<file path="config.mk">
export PLATFORM = sky130hd
export DESIGN_NAME = fp_class_d
export DESIGN_NICKNAME = d
export VERILOG_FILES = /design/src/rtl/fp_class_d.sv
export SDC_FILE = /design/constraint.sdc
export NUM_CORES = 1
export LEC_CHECK = 0
export BUFFER_PORTS_ARGS = -buffer_cell sky130_fd_sc_hd__buf_4
export CAP_MARGIN = 15
export CORE_UTILIZATION = 37
export CTS_CLUSTER_DIAMETER = 30
export DETAILED_ROUTE_END_ITERATION = 16
export PLACE_DENSITY = 0.87
export SYNTH_ARGS = -nofsm -noshare
export SYNTH_HDL_FRONTEND = slang
export SYNTH_SLANG_ARGS = --single-unit
</file>
<file path="constraint.sdc">
create_clock -name clk -period 1.55 [get_ports clk]
set_clock_uncertainty 0.05 [all_clocks]
set_input_delay 0.155 -clock clk [delete_from_list [all_inputs] [get_ports clk]]
set_output_delay 0.155 -clock clk [all_outputs]
set_load 0.02 [all_outputs]
</file>
<file path="src/rtl/fp_class_d.sv">
// fp_class_d: two-stage pipelined FCLASS.D unit with valid/ready on both sides.
// Define FP_CLASS_D_STATS_EN to build the saturating NaN-result counter.
module fp_class_d #(
    parameter int TAG_W = 5
) (
    input  logic             clk,
    input  logic             rst,
    input  logic             in_valid,
    output logic             in_ready,
    input  logic [63:0]      in_a,
    input  logic [TAG_W-1:0] in_tag,
    output logic             out_valid,
    input  logic             out_ready,
    output logic [63:0]      out_result,
    output logic [TAG_W-1:0] out_tag,
    input  logic             stat_clr,
    output logic [15:0]      nan_count
);

    logic             s1_valid;
    logic             s1_sign;
    logic             s1_exp_max;
    logic             s1_exp_zero;
    logic             s1_man_zero;
    logic             s1_man_msb;
    logic [TAG_W-1:0] s1_tag;

    logic             s2_valid;
    logic [9:0]       s2_mask;
    logic [TAG_W-1:0] s2_tag;

    logic             s1_ready;
    logic             s2_ready;
    logic             in_fire;
    logic             s1_move;
    logic             out_fire;
    logic [9:0]       class_mask;

    assign s2_ready = !s2_valid || out_ready;
    assign s1_ready = !s1_valid || s2_ready;
    assign in_ready = s1_ready;
    assign in_fire  = in_valid && s1_ready;
    assign s1_move  = s1_valid && s2_ready;
    assign out_fire = s2_valid && out_ready;

    always_ff @(posedge clk) begin
        if (rst) begin
            s1_valid    <= 1'b0;
            s1_sign     <= 1'b0;
            s1_exp_max  <= 1'b0;
            s1_exp_zero <= 1'b0;
            s1_man_zero <= 1'b0;
            s1_man_msb  <= 1'b0;
            s1_tag      <= '0;
        end else if (in_fire) begin
            s1_valid    <= 1'b1;
            s1_sign     <= in_a[63];
            s1_exp_max  <= (in_a[62:52] == 11'h7ff);
            s1_exp_zero <= (in_a[62:52] == 11'h000);
            s1_man_zero <= (in_a[51:0] == 52'd0);
            s1_man_msb  <= in_a[51];
            s1_tag      <= in_tag;
        end else if (s1_move) begin
            s1_valid <= 1'b0;
        end
    end

    // Conditions below are mutually exclusive; normal numbers fall to default.
    always_comb begin
        class_mask = '0;
        unique case (1'b1)
            s1_exp_max && s1_man_zero:
                class_mask = s1_sign ? 10'h001 : 10'h080;
            s1_exp_max && !s1_man_zero && s1_man_msb:
                class_mask = 10'h200;
            s1_exp_max && !s1_man_zero && !s1_man_msb:
                class_mask = 10'h100;
            s1_exp_zero && s1_man_zero:
                class_mask = s1_sign ? 10'h008 : 10'h010;
            s1_exp_zero && !s1_man_zero:
                class_mask = s1_sign ? 10'h004 : 10'h020;
            default:
                class_mask = s1_sign ? 10'h002 : 10'h040;
        endcase
    end

    always_ff @(posedge clk) begin
        if (rst) begin
            s2_valid <= 1'b0;
            s2_mask  <= '0;
            s2_tag   <= '0;
        end else if (s1_move) begin
            s2_valid <= 1'b1;
            s2_mask  <= class_mask;
            s2_tag   <= s1_tag;
        end else if (out_fire) begin
            s2_valid <= 1'b0;
        end
    end

    assign out_valid  = s2_valid;
    assign out_result = {54'd0, s2_mask};
    assign out_tag    = s2_tag;

`ifdef FP_CLASS_D_STATS_EN
    logic [15:0] nan_cnt;
    logic        nan_out;

    assign nan_out = out_fire && (s2_mask[8] || s2_mask[9]);

    always_ff @(posedge clk) begin
        if (rst || stat_clr) begin
            nan_cnt <= '0;
        end else if (nan_out && nan_cnt != 16'hffff) begin
            nan_cnt <= nan_cnt + 16'd1;
        end
    end

    assign nan_count = nan_cnt;
`else
    logic unused_stat_clr;

    assign unused_stat_clr = stat_clr;
    assign nan_count       = '0;
`endif

endmodule

</file>
==> results by group <==
Placement
  • Dpl cells: 351
  • Post-DP HPWL: 3.17 mm
  • Buffers on Ports: 89
  • Placed inst area: 2150 um2
  • GPL Wtd Cong: 0.833

Drt
  • Drt total wl: 3.80 mm
  • Detailed-route wire length per cell: 10.7 um
  • First drt pass iteration count: 6
  • Initial DRC count: 68
  • Final antenna-violating net count: 0
  • # DRC: 0
  • Via Count: 1483
  • Vias per inst: 4.18

STA
  • Fmax: 705 MHz
  • RSZ-0062 raised after global routing: no
  • Final worst path period need: 1.42 ns
  • TNS Setup: 0 ns
  • Endpoints failing hold: 0
  • Pins Over Slew Limit: 0
  • Part of the cycle the worst path needs: 0.915
  • Hold slack: 0.0756 ns
  • Final setup fails: 0

Synthesis
  • Register area share after synthesis: 0.322
  • Area contributors post-synth: dfxtp_1 (32%), buf_4 (31%), nand2_1 (8.7%), a21oi_1 (8.1%), nor4_1 (4.8%)
  • Syn Std Cell Area: 1680 um2
  • Netlist cell types: 20
  • Area leader, netlist: dfxtp_1
  • Synthesis Warnings: 0
  • Mapped Cells: 214
  • Syn avg cell area: 7.84 um2
  • Synthesized flop and latch total: 27
  • Area fraction of the dominant cell type after synthesis: 0.322

Global route
  • Vias in the first global route: 1362
  • Largest net degree at the start of global routing: 28
  • First-pass GRT wire length: 6.20 mm
  • Total GRT Usage: 0.157
  • Initial antenna violation count: 0
  • Aggregate global routing overflow: 0

Setup path
  • Crit path DAT: 1.57 ns
  • Reg2Reg Depth: 4
  • Slowest Stage Delay on Critical Path: 0.54 ns
  • Worst reg2reg startpoint: s1_valid$_SDFFE_PP0P_
  • Kind of critical path: reg -> reg
  • Crit. End Element: register
  • Max FO, Critical Path: 5
  • Critical path's slowest cell: or4_1
  • CP Launch Type: register
  • R2r setup slk: 0.13 ns
  • Worst Path Required: 1.70 ns
  • Critical Path, Cell by Cell: nand3b_1 > nand2_1 > or4_1 > a21oi_1
  • FF-to-FF End: s1_exp_max$_SDFFE_PP0P_

Die
  • Die area: 4810 um2
  • Initial Util: 0.385
  • Core ar.: 4350 um2
  • Chip height: 69.3 um
  • Io pins: 161
  • Die X: 69.3 um
  • Row Count: 24

CTS
  • Clk Latency, worst-skew pair: 0.27 ns
  • Clk slew on worst S/H paths: 0.09 ns
  • Max Root-Sink Buffers: 2
  • Clock Sink Count: 27
  • # hold bufs at CTS: 0
  • H-tree levels: 1
  • Post-CTS resize count: 0
  • Clock buffer count from CTS: 3
  • TritonCTS clock tree: built
  • Postcts setup bufs: 0
  • Clk root buf: clkbuf_8

Power and ir drop
  • Power, Total: 1.51 mW
  • Pwr Density: 688 nW/um2
  • Leakage: 1.03 nW
  • Maximum vdd drop: 0.000315 V

Final layout
  • Post-Layout Cell Count: 355
  • Fillcell total: 424
  • Most frequent cells in the layout: buf_4 (93), conb_1 (70), nand2_1 (39)
  • Final Instance Area: 2200 um2
  • Nets: 378
  • Commonest non-fill, non-tap cell in the layout: buf_4
  • Layout cell share with drive strength beyond 1: 0.327
  • Synthesis-to-finish area growth: 30.9%
  • ANT cells: 0

Run
  • # Max-Cap Violations: 0

Worst hold path
  • Hold Crit Start: in_tag[0]
  • Hold Crit Class: in -> reg
  • Hold path endpoint: s1_tag[0]$_SDFFE_PP0P_
  • WHS Path Cells: 3

Run status
  • Status: finished clean
per-layer routing:
metal,vias up,global-route usage,share of wire
met4,0,0.0363,0.0026
met1,652,0.202,0.43
met2,64,0.270,0.52
met5,-,0,0
met3,2,0.0291,0.054
li1,765,-,-
where the power goes:
group          switching [mW]  leakage, nW  internal (mW)
sequential             0.0126        0.220          0.712
combinational           0.245        0.793          0.152
clock                   0.208       0.0217          0.182
total                   0.466         1.03           1.05
state kept, by name, indices dropped and copies added (netlist names):
name	flops
s1_valid	1
s1_exp_max	1
s1_man_msb	1
s1_exp_zero	1
out_tag	5
s2_mask	10
out_valid	1
s1_sign	1
s1_man_zero	1
s1_tag	5
area by class of cell:
cell class,instances,area (um2),area share
multi-input combinational,177,837,0.381
timing repair buffer,93,698,0.318
sequential,27,541,0.246
tap,52,65.1,0.0296
clock buffer,3,41.3,0.0188
clock inverter,1,7.51,0.00342
inverter,2,7.51,0.00342
per-stage QoR:
step | utilization | setup slack [ns]
finish | 0.505 | 0.131
global route | 0.505 | 0.0374
CTS | 0.505 | 0.117
detailed placement | 0.493 | 0.0538
global placement | 0.493 | 0.0574
floorplan | - | 0.0465
synth_stat cells:
library cell,instances
nand3_1,3
a21oi_1,27
nor4_1,13
buf_4,70
conb_1,1
nand3b_1,2
nor4_4,1
nor2_1,1
nand4_1,8
nand2_1,39
and2_1,2
clkbuf_1,7
dfxtp_1,27
nand4b_1,4
nor3_1,1
or4b_1,2
nand2b_1,1
nor4_2,1
inv_1,2
or4_1,2
cells by family after synthesis:
| kind of cell | Yosys count | share of synthesized area |
|---|---|---|
| compound gates | 27 | 0.0805 |
| buf+inv | 79 | 0.333 |
| flops | 27 | 0.322 |
| other cells | 1 | 0.00223 |
| simple gates | 80 | 0.262 |
worst max-delay path, delay by kind of cell, from the launching register on:
family / cells / cell delay [ns]
AND/OR/NAND/NOR: 3 / 0.81
flip-flops: 1 / 0.34
AO/OA/AOI/OAI: 1 / 0.15
worst max-delay path by stage:
| stage | from | end | slack [ns] |
|---|---|---|---|
| after floorplan | out_valid$_SDFFE_PP0P_ | s1_exp_max$_SDFFE_PP0P_ | 0.05 |
| after global placement | in_a[1] | s1_man_zero$_SDFFE_PP0P_ | 0.06 |
| after detailed placement | in_a[0] | s1_man_zero$_SDFFE_PP0P_ | 0.05 |
| after CTS | out_valid$_SDFFE_PP0P_ | s1_exp_max$_SDFFE_PP0P_ | 0.12 |
| after global routing | s1_valid$_SDFFE_PP0P_ | s1_exp_max$_SDFFE_PP0P_ | 0.04 |
| final | s1_valid$_SDFFE_PP0P_ | s1_exp_max$_SDFFE_PP0P_ | 0.13 |
Note: power is estimated with default switching activity, not from simulation.
